File: config.mk
export PLATFORM = sky130hd
export DESIGN_NAME = hazard_unit
export DESIGN_NICKNAME = d
export VERILOG_FILES = /design/src/rtl/hazard_pkg.sv /design/src/rtl/hazard_match.sv /design/src/rtl/hazard_unit.sv
export SDC_FILE = /design/constraint.sdc
export NUM_CORES = 1
export LEC_CHECK = 0
export ABC_AREA = 1
export CAP_MARGIN = 10
export CORE_MARGIN = 2
export CORE_UTILIZATION = 53
export DETAILED_ROUTE_END_ITERATION = 8
export GPL_ROUTABILITY_DRIVEN = 0
export PLACE_DENSITY = 0.86
export SLEW_MARGIN = 20
export SYNTH_ARGS = -nofsm -noshare
export SYNTH_HDL_FRONTEND = slang
export SYNTH_HIERARCHICAL = 1
export SYNTH_SLANG_ARGS = --single-unit
File: constraint.sdc
create_clock -name clk -period 1.87 [get_ports clk]
set_input_delay 0.374 -clock clk [delete_from_list [all_inputs] [get_ports clk]]
set_output_delay 0.374 -clock clk [all_outputs]
set_load 0.02 [all_outputs]
File: src/rtl/hazard_pkg.sv
// Shared types and helpers for the pipeline hazard scheduler: hazard
// classes, ID-stage forward codes and the EX scoreboard entry layout.
package hazard_pkg;

    // Width of register addresses held in the scoreboard (RV32I: x0..x31).
    localparam int SB_AW = 5;

    // Hazard class reported by the decoder for the instruction in ID.
    localparam logic [1:0] OPT_NONE  = 2'd0;
    localparam logic [1:0] OPT_ALU   = 2'd1;
    localparam logic [1:0] OPT_LOAD  = 2'd2;
    localparam logic [1:0] OPT_STORE = 2'd3;

    // Operand source selects for the ID-stage operand muxes.
    localparam logic [1:0] FWD_RF      = 2'd0;
    localparam logic [1:0] FWD_EX_ALU  = 2'd1;
    localparam logic [1:0] FWD_MEM_ALU = 2'd2;
    localparam logic [1:0] FWD_MEM_LD  = 2'd3;

    // One scoreboard entry: what an in-flight instruction will write and,
    // for stores, which register supplies the store data.
    typedef struct packed {
        logic             valid;
        logic [SB_AW-1:0] rd;
        logic [1:0]       optype;
        logic [SB_AW-1:0] rs2;
        logic             is_store;
    } sb_entry_t;

    // Operand source priority: the youngest producer (EX) wins. An EX load
    // cannot be forwarded from ID, so it falls through to the MEM checks;
    // that case is covered by the load-use stall.
    function automatic logic [1:0] fwd_sel(
        input logic       ex_hit,
        input logic [1:0] ex_opt,
        input logic       mem_hit,
        input logic [1:0] mem_opt
    );
        logic [1:0] sel;
        sel = FWD_RF;
        if (ex_hit && (ex_opt == OPT_ALU)) begin
            sel = FWD_EX_ALU;
        end else if (mem_hit && (mem_opt == OPT_ALU)) begin
            sel = FWD_MEM_ALU;
        end else if (mem_hit && (mem_opt == OPT_LOAD)) begin
            sel = FWD_MEM_LD;
        end
        return sel;
    endfunction

endpackage

File: src/rtl/hazard_match.sv
// Compares one scoreboard entry against one source register and reports
// whether the entry produces that register, plus the entry's hazard class.
module hazard_match
    import hazard_pkg::*;
#(
    parameter int AW = SB_AW
)
(
    input  logic          ent_vld,
    input  logic [AW-1:0] ent_rd,
    input  logic [1:0]    ent_opt,
    input  logic [AW-1:0] rs,
    input  logic          rs_use,
    output logic          hit,
    output logic [1:0]    opt
);

    logic writes_rd;

    // An entry produces a value only for ALU/LOAD classes and never for x0.
    always_comb begin
        writes_rd = ent_vld
                 && ((ent_opt == OPT_ALU) || (ent_opt == OPT_LOAD))
                 && (ent_rd != '0);
        hit       = rs_use && (rs != '0) && writes_rd && (ent_rd == rs);
        opt       = ent_opt;
    end

endmodule

File: src/rtl/hazard_unit.sv
// Hazard scheduler for the 5-stage RV32I core: tracks EX and MEM producers,
// generates operand forwards, the load-use stall and the PC/IF-ID/ID-EX
// enables and flushes. All outputs are combinational.
module hazard_unit
    import hazard_pkg::*;
#(
    parameter int REG_AW = 5
)
(
    input  logic              clk,
    input  logic              rst_n,
    input  logic [REG_AW-1:0] id_rs1,
    input  logic [REG_AW-1:0] id_rs2,
    input  logic [REG_AW-1:0] id_rd,
    input  logic              id_rs1use,
    input  logic              id_rs2use,
    input  logic [1:0]        id_optype,
    input  logic              id_branch,
    input  logic              trap_redirect,
    input  logic              stall_ext,
    output logic              pc_en,
    output logic              fd_en,
    output logic              fd_flush,
    output logic              de_flush,
    output logic [1:0]        fwd_a,
    output logic [1:0]        fwd_b,
    output logic              fwd_ls
);

    // Scoreboard addresses are SB_AW wide; REG_AW must not exceed it.
    localparam int AW = SB_AW;

    logic [AW-1:0] rs1_id;
    logic [AW-1:0] rs2_id;
    logic [AW-1:0] rd_id;

    // EX entry (full record) and MEM entry (only what forwarding needs).
    sb_entry_t     ex_p1;
    sb_entry_t     ex_nxt;
    logic          vld_p2;
    logic [AW-1:0] rd_p2;
    logic [1:0]    opt_p2;

    logic          ex1_hit;
    logic [1:0]    ex1_opt;
    logic          ex2_hit;
    logic [1:0]    ex2_opt;
    logic          mem1_hit;
    logic [1:0]    mem1_opt;
    logic          mem2_hit;
    logic [1:0]    mem2_opt;
    logic          ls_hit;
    logic [1:0]    ls_opt;
    logic          ls_use;
    logic          lu;

    assign rs1_id = AW'(id_rs1);
    assign rs2_id = AW'(id_rs2);
    assign rd_id  = AW'(id_rd);

    // ID operands against the EX producer.
    hazard_match #(.AW(AW)) u_ex_rs1 (
        .ent_vld (ex_p1.valid),
        .ent_rd  (ex_p1.rd),
        .ent_opt (ex_p1.optype),
        .rs      (rs1_id),
        .rs_use  (id_rs1use),
        .hit     (ex1_hit),
        .opt     (ex1_opt)
    );

    hazard_match #(.AW(AW)) u_ex_rs2 (
        .ent_vld (ex_p1.valid),
        .ent_rd  (ex_p1.rd),
        .ent_opt (ex_p1.optype),
        .rs      (rs2_id),
        .rs_use  (id_rs2use),
        .hit     (ex2_hit),
        .opt     (ex2_opt)
    );

    // ID operands against the MEM producer.
    hazard_match #(.AW(AW)) u_mem_rs1 (
        .ent_vld (vld_p2),
        .ent_rd  (rd_p2),
        .ent_opt (opt_p2),
        .rs      (rs1_id),
        .rs_use  (id_rs1use),
        .hit     (mem1_hit),
        .opt     (mem1_opt)
    );

    hazard_match #(.AW(AW)) u_mem_rs2 (
        .ent_vld (vld_p2),
        .ent_rd  (rd_p2),
        .ent_opt (opt_p2),
        .rs      (rs2_id),
        .rs_use  (id_rs2use),
        .hit     (mem2_hit),
        .opt     (mem2_opt)
    );

    // Store data of the store in EX against a load sitting in MEM.
    assign ls_use = ex_p1.valid && ex_p1.is_store;

    hazard_match #(.AW(AW)) u_ls (
        .ent_vld (vld_p2),
        .ent_rd  (rd_p2),
        .ent_opt (opt_p2),
        .rs      (ex_p1.rs2),
        .rs_use  (ls_use),
        .hit     (ls_hit),
        .opt     (ls_opt)
    );

    // Forward selects, load-use detection and the prioritised pipeline controls.
    always_comb begin
        fwd_a  = fwd_sel(ex1_hit, ex1_opt, mem1_hit, mem1_opt);
        fwd_b  = fwd_sel(ex2_hit, ex2_opt, mem2_hit, mem2_opt);
        fwd_ls = ls_hit && (ls_opt == OPT_LOAD);

        // A store whose only dependency on the EX load is its data operand
        // can proceed; the data is picked up later through fwd_ls.
        lu = (ex1_hit && (ex1_opt == OPT_LOAD))
          || (ex2_hit && (ex2_opt == OPT_LOAD) && (id_optype != OPT_STORE));

        pc_en    = 1'b1;
        fd_en    = 1'b1;
        fd_flush = 1'b0;
        de_flush = 1'b0;
        if (stall_ext) begin
            pc_en = 1'b0;
            fd_en = 1'b0;
        end else if (trap_redirect) begin
            fd_flush = 1'b1;
            de_flush = 1'b1;
        end else if (lu) begin
            // Branch operands are not ready yet, so id_branch waits a cycle.
            pc_en    = 1'b0;
            fd_en    = 1'b0;
            de_flush = 1'b1;
        end else if (id_branch) begin
            fd_flush = 1'b1;
        end
    end

    // Record the ID instruction as the next EX entry; a flushed slot is a bubble.
    always_comb begin
        ex_nxt          = '0;
        ex_nxt.valid    = !de_flush;
        ex_nxt.rd       = rd_id;
        ex_nxt.optype   = id_optype;
        ex_nxt.rs2      = rs2_id;
        ex_nxt.is_store = (id_optype == OPT_STORE);
    end

    // ---- ID -> EX (p1) and EX -> MEM (p2) scoreboard advance ----
    // Valid bits and EX entry: cleared by reset and by a trap redirect.
    always_ff @(posedge clk or negedge rst_n) begin
        if (!rst_n) begin
            ex_p1  <= '0;
            vld_p2 <= 1'b0;
        end else if (!stall_ext) begin
            if (trap_redirect) begin
                ex_p1.valid <= 1'b0;
                vld_p2      <= 1'b0;
            end else begin
                ex_p1  <= ex_nxt;
                vld_p2 <= ex_p1.valid;
            end
        end
    end

    // MEM payload follows EX; meaningful only while vld_p2 is set.
    always_ff @(posedge clk) begin
        if (!stall_ext) begin
            rd_p2  <= ex_p1.rd;
            opt_p2 <= ex_p1.optype;
        end
    end

endmodule

### Word-level counts from Yosys, hierarchy flattened

Index checks and enable logic that the tools add are counted.

| word-level totals | value |
|---|---|
| register bits after elaboration | 22 |
| bits of input ports | 24 |
| output and inout bits | 9 |
| word-level logic and storage cells | 77 |

| cells by class | value |
|---|---|
| eq/ne operators | 11 |
| mux-type cells | 18 |
| bitwise operators | 2 |
| reduce and logical (&&, ||, !) cells | 38 |

Operators by type and width:

| operator | count |
|---|---|
| logical AND 1 bit | 28 |
| equality test 5 bit | 5 |
| nonzero test 5 bit | 5 |
| two-way mux 1 bit | 12 |
| two-way mux 2 bit | 6 |
| equality test 2 bit (second input constant) | 3 |
| equality test 2 x 1 -> 1 bit (second input constant) | 2 |
| logical OR 1 bit | 3 |
| inequality test 2 bit (second input constant) | 1 |
| NOT 1 bit | 2 |
| AND reduction 2 bit | 1 |
| logical NOT 1 bit | 1 |

### Longest topological paths before layout

Gate-level depths: netlist of the first run.

| logic depth | value |
|---|---|
| depth after elaboration | 14 |
| mapped depth | 14 |
| mapped depth without buffers | 14 |

### Modules after synthesis

Netlist of the first run, hierarchy kept.

By module, submodules not included:

| module | instances | cells each | area an instance (sq um) |
|---|---|---|---|
| hazard_unit | 1 | 77 | 964.7 |
| hazard_match | 5 | 45 | 187.7 |

### Worst setup path after synthesis of the first run

OpenSTA, ideal clock, no wires.

| path | value |
|---|---|
| path type | register to output |
| from | reg ex_p1[9] in the netlist's numbering |
| to | out pc_en |
| data arrival time | 1610 ps |
| slack | -114 ps |
| stages on the path, launching flop included | 15 |
| buffers on the path | 1 |
| path through | dfrtp_1 inv_1 nand2_1 nand2_1 inv_1 nand2_1 nor2_1 nand2_1 nor2_2 nand2_1 inv_1 nand3_1 nand2_1 a21oi_1 buf_4 |

| on the way | value |
|---|---|
| word-level cells in the longest chain between the ends | 10 |
| elaborated cells between the ends (all ways) | 15 |
| classes of those cells | 2 x eq/ne; 3 x mux; 10 x reduce/logical |

RTL lines:

| what | RTL line | RTL |
|---|---|---|
| start: declaration | hazard_unit.sv:38 | `sb_entry_t ex_p1;` |
| start signal: assignment | hazard_unit.sv:168 | `ex_p1 <= ex_nxt;` |
| nonzero test 5 bit | hazard_match.sv:24 | `&& (ent_rd != '0);` |
| logical AND 1 bit | hazard_match.sv:24 |  |
| logical AND 1 bit | hazard_match.sv:25 | `hit = rs_use && (rs != '0) && writes_rd && (ent_rd == rs);` |
| logical AND 1 bit * | hazard_match.sv:25 |  |
| via ex2_hit | hazard_unit.sv:46 | `logic ex2_hit;` |
| logical AND 1 bit * (2 in a row) | hazard_unit.sv:125 | `\|\| (ex2_hit && (ex2_opt == OPT_LOAD) && (id_optype != OPT_STORE));` |
| logical OR 1 bit * | hazard_unit.sv:125 |  |
| two-way mux 1 bit * (3 in a row) | -- |  |
| end: declaration | hazard_unit.sv:21 | `output logic pc_en,` |

Mark *: on every way through the listed nets, which the timed path passes. The rest lies on a longest branch.

### Worst setup path after layout of the first run

| path | value |
|---|---|
| from | reg ex_p1[12] in the netlist's numbering |
| to | out de_flush |

| on the way | value |
|---|---|
| elaborated cells between the ends (all ways) | 15 |
| classes of those cells | 2 x eq/ne; 3 x mux; 10 x reduce/logical |

RTL lines:

| what | RTL line | RTL |
|---|---|---|
| nonzero test 5 bit | hazard_match.sv:24 |  |
| logical AND 1 bit | hazard_match.sv:24 |  |
| logical AND 1 bit | hazard_match.sv:25 |  |
| logical AND 1 bit * | hazard_match.sv:25 |  |
| via ex1_hit | hazard_unit.sv:44 | `logic ex1_hit;` |
| logical AND 1 bit * | hazard_unit.sv:124 | `lu = (ex1_hit && (ex1_opt == OPT_LOAD))` |
| logical OR 1 bit * | hazard_unit.sv:125 |  |
| two-way mux 1 bit * | hazard_unit.sv:137 | `end else if (lu) begin` |
| two-way mux 1 bit * | hazard_unit.sv:134 | `end else if (trap_redirect) begin` |
| two-way mux 1 bit * | hazard_unit.sv:131 | `if (stall_ext) begin` |
| end: declaration | hazard_unit.sv:24 | `output logic de_flush,` |

Marked as above.

==> impl_metrics.csv, run 1 <==
group,metric,value,unit
timing,fin_crit_sh,132,%
critical_path,crit_arrival,2.10,ns
global_route,gr-max-usage-layer,"met2",
critical_path,cp-end-kind,"primary output",
run,cap_viol_max_count,0,
global_route,grtUsageTotal,27.6,%
routing,drt_pass1_iterations,6,
critical_path,path_max_fanout,6,
routing,drtAntennaViolNets,0,
cts,cts_tree,"yes",
worst_hold_path,hold_class,"in2async",
global_route,grt_max_degree,16,
critical_path,crit_type,"reg2out",
global_route,grt_util_met1,33.5,%
critical_path,cp-start-kind,"register",
critical_path,required,1.50,ns
finish,finalInstanceArea,2690,µm²
synth,syn_nets,326,
global_route,grt_pass1_vias,2125,
finish,layout-area-overhead-vs-synth,41.6,%
finish,finalNetCount,402,
routing,drc,0,
place,port_buffers,32,
finish,final_common_cell,"nand2_1",
synth,ys_warn_count,6,
routing,vias,2232,
global_route,gr-total-overflow,0,
routing,avgRoutedWirePerCell,14.3,µm
synth,ys_ff_latch,22,
synth,syn_avg_cell_area,6.30,µm²
die,die_area,4090,µm²
power,p_leak,1.55,nW
die,core_area,3390,µm²
timing,clock.fmax,404,MHz
status,status,"finished, violations left",
timing,setup_viol_count_final,9,
die,ios,33,
die,initial_core_util,56.1,%
synth,yosysUniqueCellTypes,21,
cts,cts.sinks,22,
cts,cts_root_buffer,"clkbuf_4",
timing,fin_crit,2.47,ns
die,die_y,63.9,µm
routing,drt_wl_total,6040,µm
routing,dr.first_iter.drc_count,220,
cts,htree_levels,1,
synth,netlist_area,1900,µm²
timing,rsz0062_at_grt,"true",
timing,tns,-4.09,ns
finish,final_cell_mix,"102 x nand2_1, 59 x inv_1, 48 x buf_4",
global_route,grt_use_met3,1.94,%
place,place_area,2510,µm²
routing,via_per_inst,5.28,
timing,timing_hold_violations_final,0,
cts,clock_path_buffers,2,
synth,netlist_instances,302,
finish,drive_gt1_share,35.0,%
timing,fin_skew,0.00159,ns
place,post-place-ws,-0.973,ns
timing,final.setup.worst_slack,-0.604,ns
die,rows,21,
timing,worst_slew_pin_slew,0.245,ns
cts,clock_latency,0.31,ns
power,vdd.ir_drop.worst,0.526,mV
status,violations,"setup timing",
cts,cts_made_buffers,3,
timing,slew_viol_final,0,
die,die_x,63.9,µm
synth,yosysSeqAreaShare,30.8,%
finish,antenna-diode-count,0,
place,place_hpwl,3810,µm
timing,slew-limit-headroom,83.6,%
cts,path_clk_slew,0.12,ns
power,powerDensity,579,nW/µm²
global_route,grt.met2_usage,49.6,%
global_route,grt_pass1_wl,8980,µm
global_route,antenna_found_initial,0,
timing,whs,0.361,ns
[metrics by stage]
stage | utilization, % | std cells | total power, W
after floorplan | - | 302 | 0.000985
after global placement | 74.2 | 410 | 0.00120
after detailed placement | 74.2 | 410 | 0.00123
after CTS | 76.9 | 422 | 0.00148
after global routing | 79.5 | 423 | 0.00165
final | 79.5 | 423 | 0.00156
[flip-flops by register name (all words and copies together) (netlist names)]
| register | flops |
|---|---|
| vld_p2 | 1 |
| rd_p2 | 5 |
| opt_p2 | 2 |
| ex_p1 | 14 |
[metal layers]
layer	vias to the layer above	wire [µm]
met2	140	3120
met1	1019	2170
met5	-	0
li1	1034	-
met3	39	445
met4	0	299
[worst max-delay path, cell delays in order (launching register included)]
cell	delay, ns
dfrtp_2	0.47
inv_1	0.09
nand2_1	0.08
nand2_1	0.06
inv_1	0.08
nand2_1	0.07
nor2_1	0.14
nand2_1	0.09
nor2_2	0.10
nand3b_1	0.20
nand3_1	0.17
nand2_1	0.06
inv_1	0.05
buf_4	0.13
[layout make-up]
cell class	count	area [µm²]
multi-input cells	190	996
repair buffers	83	723
fillers	212	696
flip-flops and latches	22	593
inverters	78	298
well taps	46	57.6
clock buffers	3	22.5
clock inverters	1	3.75
[path summary, 6_finish.rpt]
check                                 startpoint  depth (start not counted)                     to  slack (ns)
max in group asynchronous                  rst_n                          2  ex_p1[12]$_DFFE_PN0P_        1.32
setup reg to reg           ex_p1[12]$_DFFE_PN0P_                         12  ex_p1[13]$_DFFE_PN0N_        0.05
hold / removal                             rst_n                          2   ex_p1[0]$_DFFE_PN0P_        0.36
hold reg to reg             ex_p1[4]$_DFFE_PN0P_                          1   ex_p1[4]$_DFFE_PN0P_        0.55
min in group clk                       id_rs2[1]                          2   ex_p1[2]$_DFFE_PN0P_        0.52
setup / recovery           ex_p1[12]$_DFFE_PN0P_                         13               de_flush       -0.60
[Yosys cell counts]
cell type / count / share of area, %
inv_1: 63 / 12
nor2_4: 1 / 0.59
inv_2: 15 / 3.0
a22o_2: 1 / 0.53
buf_4: 11 / 4.3
nand3_1: 8 / 2.1
nand2_2: 5 / 1.6
a21oi_1: 16 / 4.2
o22ai_1: 2 / 0.66
nand4_1: 5 / 1.6
nor2_2: 5 / 1.6
buf_8: 1 / 0.79
nor2_1: 18 / 3.6
nand3b_1: 1 / 0.39
edfxtp_1: 7 / 11
mux2_4: 7 / 5.5
nand2_1: 112 / 22
dfrtp_1: 15 / 20
or2_2: 2 / 0.66
o21ai_0: 2 / 0.53
mux2_2: 5 / 3.0
[logic make-up after synthesis]
logic type      share of synthesized area [%]
compound gates                           5.92
mux                                      8.48
buf+inv                                  20.5
flops                                    30.8
simple gates                             34.3
[power breakdown]
part | leakage, nW | total [W] | internal [W] | switching [W]
Combinational | 1.30 | 0.000681 | 0.000329 | 0.000352
Sequential | 0.239 | 0.000651 | 0.000569 | 0.0000814
Clock | 0.0154 | 0.000229 | 0.0000782 | 0.000151
Total | 1.55 | 0.00156 | 0.000976 | 0.000585
[repair_timing]
item / in CTS / in global routing
setup endpoints to repair: 9 / 9
resized for setup: 72 / 30
hold buffers: 0 / 0
cloned: 0 / 0
pin swaps: 11 / 26
setup buffers: 8 / 6
(Power assumes the default switching activity.)
==> run 2, diff against run 1 <==
--- a/config.mk
+++ b/config.mk
@@ -8,10 +8,11 @@
 export ABC_AREA = 1
 export CAP_MARGIN = 10
 export CORE_MARGIN = 2
-export CORE_UTILIZATION = 53
+export CORE_UTILIZATION = 43
+export CTS_CLUSTER_DIAMETER = 40
 export DETAILED_ROUTE_END_ITERATION = 8
 export GPL_ROUTABILITY_DRIVEN = 0
-export PLACE_DENSITY = 0.86
+export PLACE_DENSITY = 0.73
 export SLEW_MARGIN = 20
 export SYNTH_ARGS = -nofsm -noshare
 export SYNTH_HDL_FRONTEND = slang
==> impl_metrics.csv, run 2 (same netlist as run 1, synthesis figures left out) <==
group,metric,value,unit
cts,holdBufCountCts,0,
critical_path,cp-end-kind,"primary output",
cts,cts_root_buffer,"clkbuf_8",
critical_path,cp-start-kind,"register",
critical_path,crit_type,"reg2out",
finish,top_register,"ex_p1",
cts,cts_made_buffers,3,
die,core_area,4290,µm²
timing,slew-limit-headroom,85.0,%
critical_path,reg2reg_depth,13,
finish,antenna-diode-count,0,
timing,rsz0062_at_grt,"true",
status,status,"finished, violations left",
routing,avgRoutedWirePerCell,11.6,µm
timing,setup_viol_count_final,9,
critical_path,required,1.50,ns
timing,clock.fmax,443,MHz
global_route,grtUsageTotal,19.9,%
routing,drt_wl_total,5040,µm
place,place_area,2540,µm²
routing,via_per_inst,4.64,
global_route,grt_max_degree,16,
place,port_buffers,32,
timing,final.setup.worst_slack,-0.388,ns
timing,timing_hold_violations_final,0,
power,p_leak,1.60,nW
finish,finalNetCount,409,
finish,finalInstanceArea,2800,µm²
cts,path_clk_slew,0.08,ns
timing,fin_crit_sh,121,%
routing,drc,0,
critical_path,r2r_slack,0.29,ns
finish,largest_registers,"ex_p1 x14, rd_p2 x5, opt_p2 x2",
die,die_x,70.5,µm
routing,vias,2025,
global_route,gr-total-overflow,0,
power,vdd.ir_drop.worst,0.585,mV
critical_path,rr_startpoint,"ex_p1[8]$_DFFE_PN0P_",
die,die_area,4970,µm²
finish,layout-area-overhead-vs-synth,47.1,%
power,powerDensity,631,nW/µm²
timing,slew_viol_final,0,
routing,drtAntennaViolNets,0,
global_route,grt_pass1_vias,1905,
status,violations,"setup timing",
routing,dr.first_iter.drc_count,95,
finish,instances_no_fill,436,
finish,final_cell_mix,"102 x nand2_1, 58 x inv_1, 55 x buf_4",
cts,cts.sinks,22,
die,rows,24,
global_route,antenna_found_initial,0,
die,die_y,70.5,µm
die,ios,33,
timing,worst_slew_pin_slew,0.225,ns
timing,tns,-2.70,ns
worst_hold_path,hold_class,"in2async",
finish,largest_reg_flops,14,
timing,fin_crit,2.26,ns
finish,final_common_cell,"nand2_1",
cts,clock_latency,0.26,ns
run,cap_viol_max_count,0,
critical_path,path_max_fanout,4,
cts,clock_path_buffers,2,
global_route,grt_pass1_wl,8030,µm
place,place_hpwl,3560,µm
critical_path,crit_arrival,1.88,ns
timing,fin_skew,0.00165,ns
routing,drt_pass1_iterations,4,
power,finalPower,0.00177,W
finish,drive_gt1_share,37.0,%
cts,cts_tree,"yes",
place,dp_cells,418,
critical_path,r2r_end,"ex_p1[13]$_DFFE_PN0N_",
finish,final_util,65.2,%
die,initial_core_util,44.3,%
cts,htree_levels,1,
run 2: per-layer routing:
metal | vias up | routed length [µm] | track usage, %
li1 | 1049 | - | -
met1 | 912 | 2220 | 25.8
met3 | 10 | 280 | 2.89
met4 | 0 | 111 | 6.84
met2 | 54 | 2430 | 33.8
met5 | - | 0 | 0
run 2: worst max-delay path by stage:
stage                          start       end  slack, ns  cells past startpoint
3_3_place_gp               id_rs2[3]     fd_en      -0.91                     15
3_5_place_dp               id_rs2[2]     fd_en      -0.99                     16
5_1_grt        ex_p1[12]$_DFFE_PN0P_     pc_en      -0.48                     14
6_report        ex_p1[8]$_DFFE_PN0P_  fd_flush      -0.39                     14
2_1_floorplan   ex_p1[9]$_DFFE_PN0P_     pc_en       0.02                     14
4_1_cts        ex_p1[12]$_DFFE_PN0P_  fd_flush      -0.40                     14
run 2: repair_timing:
action,in CTS,in global routing
gates resized for setup,76,26
pin swaps,12,26
setup buffers,8,8
setup endpoints to repair,9,9
run 2: metrics by stage:
stage | setup WS [ns] | hold WS (ns)
after floorplan | 0.0179 | 0.0784
final | -0.388 | 0.414
after global placement | -0.912 | 0.525
after detailed placement | -0.985 | 0.542
after CTS | -0.402 | 0.415
after global routing | -0.482 | 0.446
run 2: final cells by class:
class	count	area, µm²
flip-flops and latches	22	591
fillers	361	1490
clock buffers	3	41.3
repair buffers	90	772
multi-input cells	190	1010
clock inverters	1	30.0
inverters	78	295
well taps	52	65.1
run 2: power breakdown:
part,switching [W],total [W],internal (W)
Clock,0.000159,0.000445,0.000286
Combinational,0.000329,0.000680,0.000350
Sequential,0.0000742,0.000642,0.000568
Total,0.000563,0.00177,0.00120
run 2: critical path, cell delays in order, from the launching register on:
cell	delay, ns
dfrtp_2	0.45
buf_6	0.13
inv_4	0.06
nand2_2	0.05
nand2_2	0.06
inv_2	0.03
nand2_1	0.04
nor2_1	0.05
nand2_1	0.07
nor2_2	0.04
nand3b_1	0.15
buf_6	0.14
nand3_2	0.09
a21oi_2	0.15
buf_6	0.13
